===== config.mk =====
export PLATFORM = sky130hd
export DESIGN_NAME = scan_ctrl
export DESIGN_NICKNAME = d
export VERILOG_FILES = /design/src/rtl/scan_pkg.sv /design/src/rtl/scan_word_packer.sv /design/src/rtl/scan_ctrl.sv
export SDC_FILE = /design/constraint.sdc
export NUM_CORES = 1
export LEC_CHECK = 0
export BUFFER_PORTS_ARGS = -buffer_cell sky130_fd_sc_hd__buf_2
export CORE_AREA = 5 5 74 76
export CTS_BUF_LIST = sky130_fd_sc_hd__clkbuf_2
export DETAILED_ROUTE_END_ITERATION = 6
export DIE_AREA = 0 0 79 81
export PLACE_DENSITY = 0.8
export REMOVE_ABC_BUFFERS = 1
export SLEW_MARGIN = 20
export SYNTH_ARGS = -nofsm -noshare
export SYNTH_HDL_FRONTEND = slang
export SYNTH_SLANG_ARGS = --single-unit

===== constraint.sdc =====
create_clock -name clk -period 3.5 [get_ports clk]
set_input_delay 0.525 -clock clk [delete_from_list [all_inputs] [get_ports clk]]
set_output_delay 0.525 -clock clk [all_outputs]
set_load 0.1 [all_outputs]

===== src/rtl/scan_pkg.sv =====
// Shared types and sizing helpers for the scan-chain controller.
// Imported by scan_ctrl and scan_word_packer.
package scan_pkg;

  typedef enum logic [2:0] {
    IDLE,
    FREEZE,
    SHIFT,
    DRAIN,
    DONE
  } state_t;

  // Number of host words needed to carry len chain bits.
  function automatic int nwords(input int len, input int w);
    return (len + w - 1) / w;
  endfunction

  // Width of a counter that must hold values 0..n inclusive.
  function automatic int cnt_w(input int n);
    return (n < 1) ? 1 : $clog2(n + 1);
  endfunction

endpackage


===== src/rtl/scan_word_packer.sv =====
// Serial-to-word assembly with a one-word valid/ready holding stage.
// Bit 0 of each word is the first bit received; short words are zero padded.
module scan_word_packer
  import scan_pkg::*;
#(
  parameter int WORD_W = 8
) (
  input  logic              clk,
  input  logic              rst,
  input  logic              shift,
  input  logic              bit_in,
  input  logic              last,
  output logic              room,
  output logic              drained,
  output logic              out_valid,
  input  logic              out_ready,
  output logic [WORD_W-1:0] out_data
);

  localparam int PW = cnt_w(WORD_W);

  logic [WORD_W-1:0] asm_q;
  logic [WORD_W-1:0] hold_q;
  logic [WORD_W-1:0] word_d;
  logic [PW-1:0]     pos_q;
  logic              full_q;
  logic              valid_q;
  logic              take;
  logic              free;
  logic              done_w;
  logic              move;
  logic              load_new;

  // Merge the incoming bit into the partial word and decide where it goes.
  always_comb begin
    word_d = asm_q;
    for (int i = 0; i < WORD_W; i++) begin
      if (pos_q == PW'(i)) word_d[i] = bit_in;
    end
    take     = valid_q & out_ready;
    free     = ~valid_q | out_ready;
    done_w   = shift & (last | (pos_q == PW'(WORD_W - 1)));
    move     = full_q & free;
    load_new = done_w & free;
  end

  // Assembly register, completed-word flag and holding register.
  always_ff @(posedge clk or posedge rst) begin
    if (rst) begin
      asm_q   <= '0;
      hold_q  <= '0;
      pos_q   <= '0;
      full_q  <= 1'b0;
      valid_q <= 1'b0;
    end else if (move) begin
      hold_q  <= asm_q;
      valid_q <= 1'b1;
      full_q  <= 1'b0;
      asm_q   <= '0;
    end else if (load_new) begin
      hold_q  <= word_d;
      valid_q <= 1'b1;
      asm_q   <= '0;
      pos_q   <= '0;
    end else begin
      if (take) valid_q <= 1'b0;
      if (done_w) begin
        asm_q  <= word_d;
        full_q <= 1'b1;
        pos_q  <= '0;
      end else if (shift) begin
        asm_q <= word_d;
        pos_q <= pos_q + PW'(1);
      end
    end
  end

  assign room      = ~full_q;
  assign drained   = ~full_q & free;
  assign out_valid = valid_q;
  assign out_data  = hold_q;

endmodule


===== src/rtl/scan_ctrl.sv =====
// Scan-chain controller: freezes the design, shifts the chain out into
// host words and shifts restore data or the recirculated state back in.
module scan_ctrl
  import scan_pkg::*;
#(
  parameter int CHAIN_LEN = 20,
  parameter int WORD_W    = 8
) (
  input  logic              clk,
  input  logic              rst,
  input  logic              cmd_valid,
  output logic              cmd_ready,
  input  logic              cmd_restore,
  input  logic              in_valid,
  output logic              in_ready,
  input  logic [WORD_W-1:0] in_data,
  output logic              out_valid,
  input  logic              out_ready,
  output logic [WORD_W-1:0] out_data,
  output logic              dut_clk_en,
  output logic              scan_enable,
  output logic              scan_in,
  input  logic              scan_out,
  output logic              busy,
  output logic              done
);

  localparam int NW = nwords(CHAIN_LEN, WORD_W);
  localparam int BW = cnt_w(CHAIN_LEN);
  localparam int RW = cnt_w(WORD_W);
  localparam int TW = cnt_w(NW);

  state_t            state_q;
  state_t            state_d;
  logic              restore_q;
  logic [BW-1:0]     bcnt_q;
  logic [WORD_W-1:0] rdat_q;
  logic [RW-1:0]     rbits_q;
  logic [TW-1:0]     taken_q;

  logic              in_shift;
  logic              have_bits;
  logic              room;
  logic              drained;
  logic              shift;
  logic              last;
  logic              load;

  // Shift qualification and restore-word load strobe.
  always_comb begin
    in_shift  = (state_q == SHIFT);
    have_bits = (rbits_q != '0);
    last      = (bcnt_q == BW'(CHAIN_LEN - 1));
    shift     = in_shift & room & (~restore_q | have_bits);
    load      = in_shift & restore_q & ~have_bits
              & (taken_q != TW'(NW)) & in_valid;
  end

  // Next-state logic.
  always_comb begin
    state_d = state_q;
    unique case (state_q)
      IDLE:    if (cmd_valid) state_d = FREEZE;
      FREEZE:  state_d = SHIFT;
      SHIFT:   if (shift && last) state_d = DRAIN;
      DRAIN:   if (drained) state_d = DONE;
      DONE:    state_d = IDLE;
      default: state_d = IDLE;
    endcase
  end

  // Pin-level outputs decoded from state and the shift strobe.
  always_comb begin
    cmd_ready   = (state_q == IDLE);
    busy        = (state_q != IDLE);
    done        = (state_q == DONE);
    scan_enable = in_shift;
    dut_clk_en  = (state_q == IDLE) | shift;
    in_ready    = load;
    scan_in     = 1'b0;
    if (in_shift) scan_in = restore_q ? rdat_q[0] : scan_out;
  end

  // State register.
  always_ff @(posedge clk or posedge rst) begin
    if (rst) state_q <= IDLE;
    else     state_q <= state_d;
  end

  // Command latch, bit counter and restore unpacker.
  always_ff @(posedge clk or posedge rst) begin
    if (rst) begin
      restore_q <= 1'b0;
      bcnt_q    <= '0;
      rdat_q    <= '0;
      rbits_q   <= '0;
      taken_q   <= '0;
    end else begin
      if (state_q == IDLE && cmd_valid) restore_q <= cmd_restore;
      if (state_q == FREEZE) begin
        bcnt_q  <= '0;
        rbits_q <= '0;
        taken_q <= '0;
      end else begin
        if (shift) bcnt_q <= bcnt_q + BW'(1);
        if (load) begin
          rdat_q  <= in_data;
          rbits_q <= RW'(WORD_W);
          taken_q <= taken_q + TW'(1);
        end else if (shift && restore_q) begin
          rdat_q  <= rdat_q >> 1;
          rbits_q <= rbits_q - RW'(1);
        end
      end
    end
  end

  scan_word_packer #(
    .WORD_W(WORD_W)
  ) u_packer (
    .clk      (clk),
    .rst      (rst),
    .shift    (shift),
    .bit_in   (scan_out),
    .last     (last),
    .room     (room),
    .drained  (drained),
    .out_valid(out_valid),
    .out_ready(out_ready),
    .out_data (out_data)
  );

endmodule


==> results by group, run 1 <==
Floorplan
  – # IOs: 31
  – Die span in y: 81 um
  – Die W: 79 um
  – Row Count: 25
  – Core ar.: 4660 um^2
  – Die area: 6400 um^2
  – Starting Density: 0.531

Setup path
  – Startpoint types: flip-flop
  – R2r setup slk: 1.26 ns
  – Data required time at the worst endpoint: 2.97 ns
  – Critical path capture point: in_ready
  – Number of cell instances on the worst register-to-register path: 5
  – Worst setup EP type: primary output
  – Arr. time, crit path: 2.48 ns
  – Crit-path max FO: 17
  – Timing startpoint of the critical path: rbits_q[0]$_DFFE_PP0P_
  – Start of the worst register-to-register path: bcnt_q[0]$_DFFE_PP0P_
  – End of the worst register-to-register path: u_packer.out_data[6]$_DFFE_PP0P_
  – Crit Path Class: reg -> out

Routing
  – Ratio of routed vias to standard cells: 5.68
  – Number of nets still failing antenna checks after routing: 0
  – Avg WL per Cell: 14.8 um
  – Routed vias: 1841
  – WL final: 4.80 mm
  – Iteration-0 DRC Markers: 153
  – Drt drc: 0
  – Router iterations before antenna repair: 4

Synth
  – Post-synth top flop: sky130_fd_sc_hd__dfrtp_1
  – Number of synthesized flops with an enable pin: 0
  – Syn. warnings: 0
  – Syn Inst Count: 240
  – Proportion of register bits with asynchronous set or reset after synthesis: 1.00
  – Synth Register Bits: 45
  – Sequential-to-total area share from yosys stat: 0.455
  – Synthesized area per cell: 10.3 um^2
  – Number of distinct standard cells referenced by the synthesized netlist: 47
  – Cell area after technology mapping: 2470 um^2

Placement
  – Routability congestion estimate from global placement: 0.817
  – Count of input and output buffers: 30
  – Worst slack, placed: 0.990 ns
  – HPWL after DPL: 3.40 mm

GRT
  – Maximum number of pins on one net before global-route repair: 46
  – Gr ovfl total: 0
  – Global-route usage over all layers: 0.162
  – First-pass GRT wire length: 8.24 mm
  – Via count of the first global-routing pass: 1817
  – Antenna violations before repair: 0

Min path
  – Worst min-delay path category: in -> async

Run
  – Number of max-cap violations: 0

STA
  – Slew HR: 0.515
  – Smallest setup slack after layout: 0.496 ns
  – Setup Viol. Count Final: 0
  – Final hold violations: 0
  – Final Critical Period: 3.00 ns
  – Pin slew with the least headroom to its limit: 0.726 ns
  – Final worst path period share: 0.858
  – Unrepaired setup endpoints after global routing: false
  – Final setup skew: 0.0340 ns
  – Max-slew violation total from the final report: 0
  – Highest achievable clock rate: 333 MHz

Clocking
  – CTS H-tree lvls: 2
  – Root buf cell: sky130_fd_sc_hd__clkbuf_2
  – Post-cts repair resize count: 0
  – Post-CTS setup buffer count: 0
  – Clock tree from TritonCTS: done
  – Clock transition at path regs: 0.24 ns
  – Sink count of the clock tree: 45
  – Hold buffers post-CTS: 0
  – Clock Path Buffers: 2
  – Number of clock buffers inserted by TritonCTS: 5
  – Worst-skew pair later-pin latency: 0.42 ns

Power and ir drop
  – Cell internal pwr: 1.20 mW
  – Logic pwr share: 0.572
  – Switching portion of total power: 0.536
  – Total power: 2.58 mW
  – Pwr per Cell Area: 968 nW/um^2
  – Fraction of power consumed by sequential logic: 0.343
  – Peak supply drop: 0.000483 V
  – Clock network power share: 0.085
  – Leakage power of the design: 1.29 nW
  – Total net switching power: 1.38 mW

Layout
  – Area Growth Syn to Fin: 7.89%
  – Fill cell instance count of the final layout: 392
  – Antenna cell count: 0
  – Commonest cells after routing, fill and taps aside: 45 x sky130_fd_sc_hd__dfrtp_1, 30 x sky130_fd_sc_hd__buf_2, 29 x sky130_fd_sc_hd__nand2_1, 17 x sky130_fd_sc_hd__nor2_1, 16 x sky130_fd_sc_hd__o21ai_0
  – Final Net Count: 292
  – Most common library cell in the layout ignoring fill and taps: sky130_fd_sc_hd__dfrtp_1
  – Ratio of cells with drive above 1 in the final layout: 0.233

Status
  – Outcome: completed
## cell type report
class	instances	area, um^2	area share
Tap cell	54	67.6	0.0253
Timing Repair Buffer	33	173	0.0647
Sequential cell	45	1130	0.422
Clock buffer	6	30.0	0.0113
Clock inverter	2	10.0	0.00375
Multi-Input combinational cell	175	1230	0.460
Inverter	9	33.8	0.0127
## Yosys cell counts (all sizes together) (3+ instances only)
library cell	instances	area, um^2
o31ai	4	30.0
a22o	4	35.0
ha	8	100
a21oi	4	20.0
xnor2	3	26.3
mux2i	13	130
nor3	3	15.0
nor2	18	70.1
and2	4	26.3
dfrtp	45	1130
mux2	13	146
buf	8	63.8
nor3b	6	45.0
nand2	29	109
nor4b	3	26.3
a32o	3	30.0
o211ai	4	30.0
inv	9	33.8
nor2b	4	25.0
o21ai	17	96.4
clkbuf	3	21.3
o22ai	3	18.8
nand3	10	50.1
## critical path, stage by stage (launching register included)
cell                       delay (ns)
sky130_fd_sc_hd__dfrtp_1         0.46
sky130_fd_sc_hd__inv_1           0.09
sky130_fd_sc_hd__ha_1            0.16
sky130_fd_sc_hd__and4bb_2        0.36
sky130_fd_sc_hd__nand3_1         0.24
sky130_fd_sc_hd__inv_1           0.11
sky130_fd_sc_hd__buf_4           0.19
sky130_fd_sc_hd__buf_2           0.45
## power groups by stage
stage	Sequential, mW	Combinational [mW]	Clock (mW)
after floorplan	1.08	1.00	0
after CTS	0.883	1.48	0.226
after detailed placement	0.894	1.47	0
after global placement	0.885	1.46	0
after global routing	0.919	1.60	0.246
final	0.886	1.48	0.219
## sequential cells by signal (all words and copies together), names as in the netlist, 2 cells and up
register and flops:
rdat_q 8, u_packer.pos_q 4, u_packer.out_data 8, bcnt_q 5, taken_q 2, u_packer.asm_q 8, rbits_q 4, state_q 3
## layer usage
metal | wire length (um) | share of wire | GRT usage | up-vias
li1 | - | - | - | 921
met1 | 2300 | 0.48 | 0.218 | 878
met2 | 2220 | 0.46 | 0.267 | 37
met3 | 210 | 0.044 | 0.0355 | 5
met4 | 63 | 0.013 | 0.0464 | 0
met5 | 0 | 0 | 0 | -
## through the flow
stage	cell area, um^2	hold WS (ns)	TNS, ns	instances	util
final	2670	0.194	0	324	0.573
after detailed placement	2630	0.479	0	316	0.564
after floorplan	2390	0.457	-14.80	229	-
after global placement	2630	0.473	0	316	0.564
after global routing	2670	0.230	0	324	0.573
after CTS	2670	0.208	0	324	0.573
## logic make-up (layout without fill, tap and decap cells)
logic type	after synthesis	after routing	share of synthesized area
AND/OR/NAND/NOR	91	91	0.196
XOR/XNOR	5	5	0.0177
buffers and inverters	20	50	0.0480
multiplexers	26	26	0.112
adder cells (fa/ha/maj)	8	8	0.0405
AO/OA/AOI/OAI	45	45	0.131
flip-flops	45	45	0.455
## how the worst min path moves through the flow
stage                                                   to  slack, ns  cells past startpoint
final                               state_q[2]$_DFFE_PP0P_       0.19                      3
after detailed placement     u_packer.asm_q[5]$_DFFE_PP0P_       0.48                      1
after global placement       u_packer.asm_q[4]$_DFFE_PP0P_       0.47                      1
after floorplan                     taken_q[0]$_DFFE_PP0P_       0.46                      1
after global routing      u_packer.out_data[3]$_DFFE_PP0P_       0.23                      3
after CTS                    u_packer.asm_q[4]$_DFFE_PP0P_       0.21                      3
Power figures use the tool's default switching activity.
==> inputs of run 2 (changes only) <==
--- a/config.mk
+++ b/config.mk
@@ -5,12 +5,12 @@
 export SDC_FILE = /design/constraint.sdc
 export NUM_CORES = 1
 export LEC_CHECK = 0
-export BUFFER_PORTS_ARGS = -buffer_cell sky130_fd_sc_hd__buf_2
 export CORE_AREA = 5 5 74 76
 export CTS_BUF_LIST = sky130_fd_sc_hd__clkbuf_2
 export DETAILED_ROUTE_END_ITERATION = 6
 export DIE_AREA = 0 0 79 81
-export PLACE_DENSITY = 0.8
+export DONT_BUFFER_PORTS = 1
+export PLACE_DENSITY = 0.77
 export REMOVE_ABC_BUFFERS = 1
 export SLEW_MARGIN = 20
 export SYNTH_ARGS = -nofsm -noshare
==> results by group, run 2 (synthesis results as in run 1) <==
Status
  – Outcome: completed

Routing
  – Post-route met1 wirelength: 2.19 mm (-4.8%)
  – Drt drc: 0 (unchanged)
  – Number of nets still failing antenna checks after routing: 0 (unchanged)
  – WL final: 4.79 mm (-0.21%)
  – Routed length on met2: 2.31 mm (+3.7%)
  – Iteration-0 DRC Markers: 84 (-45%)
  – Ratio of routed vias to standard cells: 5.93 (+4.3%)
  – Highest routed metal layer: met4
  – Avg WL per Cell: 15.9 um (+7.4%)
  – Router iterations before antenna repair: 4 (unchanged)
  – Routed vias: 1784 (-3.1%)
  – Met3 Wirelength: 240 um (+14%)

Setup path
  – Worst setup EP type: primary output
  – Crit Path Class: reg -> out
  – Delay of the slowest cell on the worst path: 0.46 ns (about the same)
  – Startpoint types: flip-flop
  – Data required time at the worst endpoint: 2.97 ns (about the same)
  – Arr. time, crit path: 2.27 ns (-0.21 ns)
  – Cell-by-cell trace of the critical path: inv_1, ha_1, and4bb_2, nand3_1, inv_1, buf_4
  – Cell type of the slowest stage on the worst timing path: sky130_fd_sc_hd__dfrtp_1
  – Crit-path max FO: 16 (-1)
  – Cell seen most often among critical-path stages: sky130_fd_sc_hd__inv_1

STA
  – Smallest setup slack after layout: 0.701 ns (+0.205 ns)
  – Unrepaired setup endpoints after global routing: false
  – Final setup skew: 0.0153 ns (-0.0187 ns)
  – Highest achievable clock rate: 357 MHz (+7.3%)
  – Final hold violations: 0 (unchanged)
  – Setup Viol. Count Final: 0 (unchanged)
  – Pin slew with the least headroom to its limit: 0.899 ns (+0.173 ns)
  – Final Critical Period: 2.80 ns (-0.205 ns)
  – Final worst path period share: 0.800 (-0.0586)
  – Hold WS: 0.180 ns (-0.0142 ns)
  – Max-slew violation total from the final report: 0 (unchanged)
  – Slew HR: 0.401 (-0.115)

GRT
  – Gr ovfl total: 0 (unchanged)
  – First-pass GRT wire length: 8.38 mm (+1.8%)
  – Via count of the first global-routing pass: 1798 (-1.0%)
  – Maximum number of pins on one net before global-route repair: 30 (-35%)
  – Antenna violations before repair: 0 (unchanged)
  – Global-route usage over all layers: 0.164 (+0.00187)

Floorplan
  – Core ar.: 4660 um^2 (unchanged)
  – Die W: 79 um (unchanged)
  – Die span in y: 81 um (unchanged)
  – Row Count: 25 (unchanged)
  – Die area: 6400 um^2 (unchanged)
  – # IOs: 31 (unchanged)
  – Starting Density: 0.531 (unchanged)

Layout
  – Most common library cell in the layout ignoring fill and taps: sky130_fd_sc_hd__dfrtp_1
  – Ratio of cells with drive above 1 in the final layout: 0.166 (-0.0673)
  – Final Net Count: 269 (-7.9%)
  – Area Growth Syn to Fin: 6.37%
  – Commonest cells after routing, fill and taps aside: 45 x sky130_fd_sc_hd__dfrtp_1, 29 x sky130_fd_sc_hd__nand2_1, 17 x sky130_fd_sc_hd__nor2_1, 16 x sky130_fd_sc_hd__o21ai_0
  – Antenna cell count: 0 (unchanged)
  – Finished Cell Area: 2630 um^2 (-1.4%)

Power and ir drop
  – Total power: 2.70 mW (+4.5%)
  – Peak supply drop: 0.000572 V (+18%)
  – Leakage power of the design: 1.21 nW (-6.2%)
  – Pwr per Cell Area: 1030 nW/um^2 (+6.0%)

Min path
  – Worst min-delay path category: in -> reg

Clocking
  – CTS H-tree lvls: 2 (unchanged)
  – Clock transition at path regs: 0.25 ns (about the same)
  – Clock Path Buffers: 2 (unchanged)
  – Sink count of the clock tree: 45 (unchanged)
  – Clock tree from TritonCTS: done
  – Post-CTS setup buffer count: 0 (unchanged)
  – Root buf cell: sky130_fd_sc_hd__clkbuf_2
  – Worst-skew pair later-pin latency: 0.42 ns (about the same)
  – Number of clock buffers inserted by TritonCTS: 5 (unchanged)

Run
  – Number of max-cap violations: 0 (unchanged)

Placement
  – Placed instance area: 2550 um^2 (-3.0%)
  – Worst slack, placed: 1.21 ns (+0.218 ns)
  – HPWL after DPL: 3.48 mm (+2.3%)
  – Count of input and output buffers: 0 (-100%)
  – Routability congestion estimate from global placement: 0.789 (-3.5%)
## run 2: changes by cell type in the layout (fill, tap and decap cells not counted), moves of 2 or more
cell | previous run | this run
sky130_fd_sc_hd__inv_6 | 0 | 2
sky130_fd_sc_hd__buf_4 | 3 | 8
sky130_fd_sc_hd__clkinv_2 | 2 | 0
sky130_fd_sc_hd__buf_2 | 30 | 0
## run 2: power by group
group          leakage (nW)  switching (mW)  internal, mW
Clock                0.0440           0.181         0.126
Sequential            0.593           0.401         0.707
Combinational         0.575           0.816         0.466
Total                  1.21            1.40          1.30
## run 2: per-layer routing
| layer | global-route usage | up-vias |
|---|---|---|
| met5 | 0 | - |
| met4 | 0.0533 | 0 |
| met3 | 0.0377 | 5 |
| met2 | 0.274 | 43 |
| met1 | 0.213 | 869 |
| li1 | - | 867 |
## run 2: area by class of cell
type / count / area [um^2]
well taps: 54 / 67.6
repair buffers: 10 / 95.1
clock buffers: 5 / 25.0
multi-input cells: 175 / 1240
inverters: 9 / 33.8
fillers: 402 / 2030
clock inverters: 3 / 47.5
flip-flops and latches: 45 / 1130
## run 2: timing repair
action | CTS | global route
hold buffers | 1 | 0
hold endpoints to repair | 16 | 0
gates resized for setup | 0 | 0
## run 2: worst max-delay path: cells and delay by family (launching register included)
kind	cells	cell delay, ns
adder cells (fa/ha/maj)	1	0.17
AND/OR/NAND/NOR	2	0.62
flip-flops	1	0.46
buffers and inverters	3	0.61
## run 2: path summary, 6_finish.rpt
kind                       slack [ns]  cells after the start                               end                            from
setup / recovery                 0.70                      6                          in_ready          rbits_q[0]$_DFFE_PP0P_
hold / removal                   0.18                      2             rdat_q[7]$_DFFE_PP0P_                      in_data[7]
setup reg to reg                 1.15                      5     u_packer.asm_q[6]$_DFFE_PP0P_  u_packer.out_valid$_DFFE_PP0P_
hold reg to reg                  0.52                      1            taken_q[0]$_DFFE_PP0P_          taken_q[0]$_DFFE_PP0P_
max in group asynchronous        2.29                      3             bcnt_q[2]$_DFFE_PP0P_                             rst
min in group asynchronous        0.48                      2  u_packer.out_data[7]$_DFFE_PP0P_                             rst
## run 2: metrics by stage
| stage | std cells | setup TNS [ns] | utilization |
|---|---|---|---|
| floorplan | 229 | -14.80 | - |
| detailed placement | 292 | 0 | 0.547 |
| global placement | 292 | 0 | 0.547 |
| finish | 301 | 0 | 0.565 |
| CTS | 301 | 0 | 0.565 |
| global route | 301 | 0 | 0.565 |
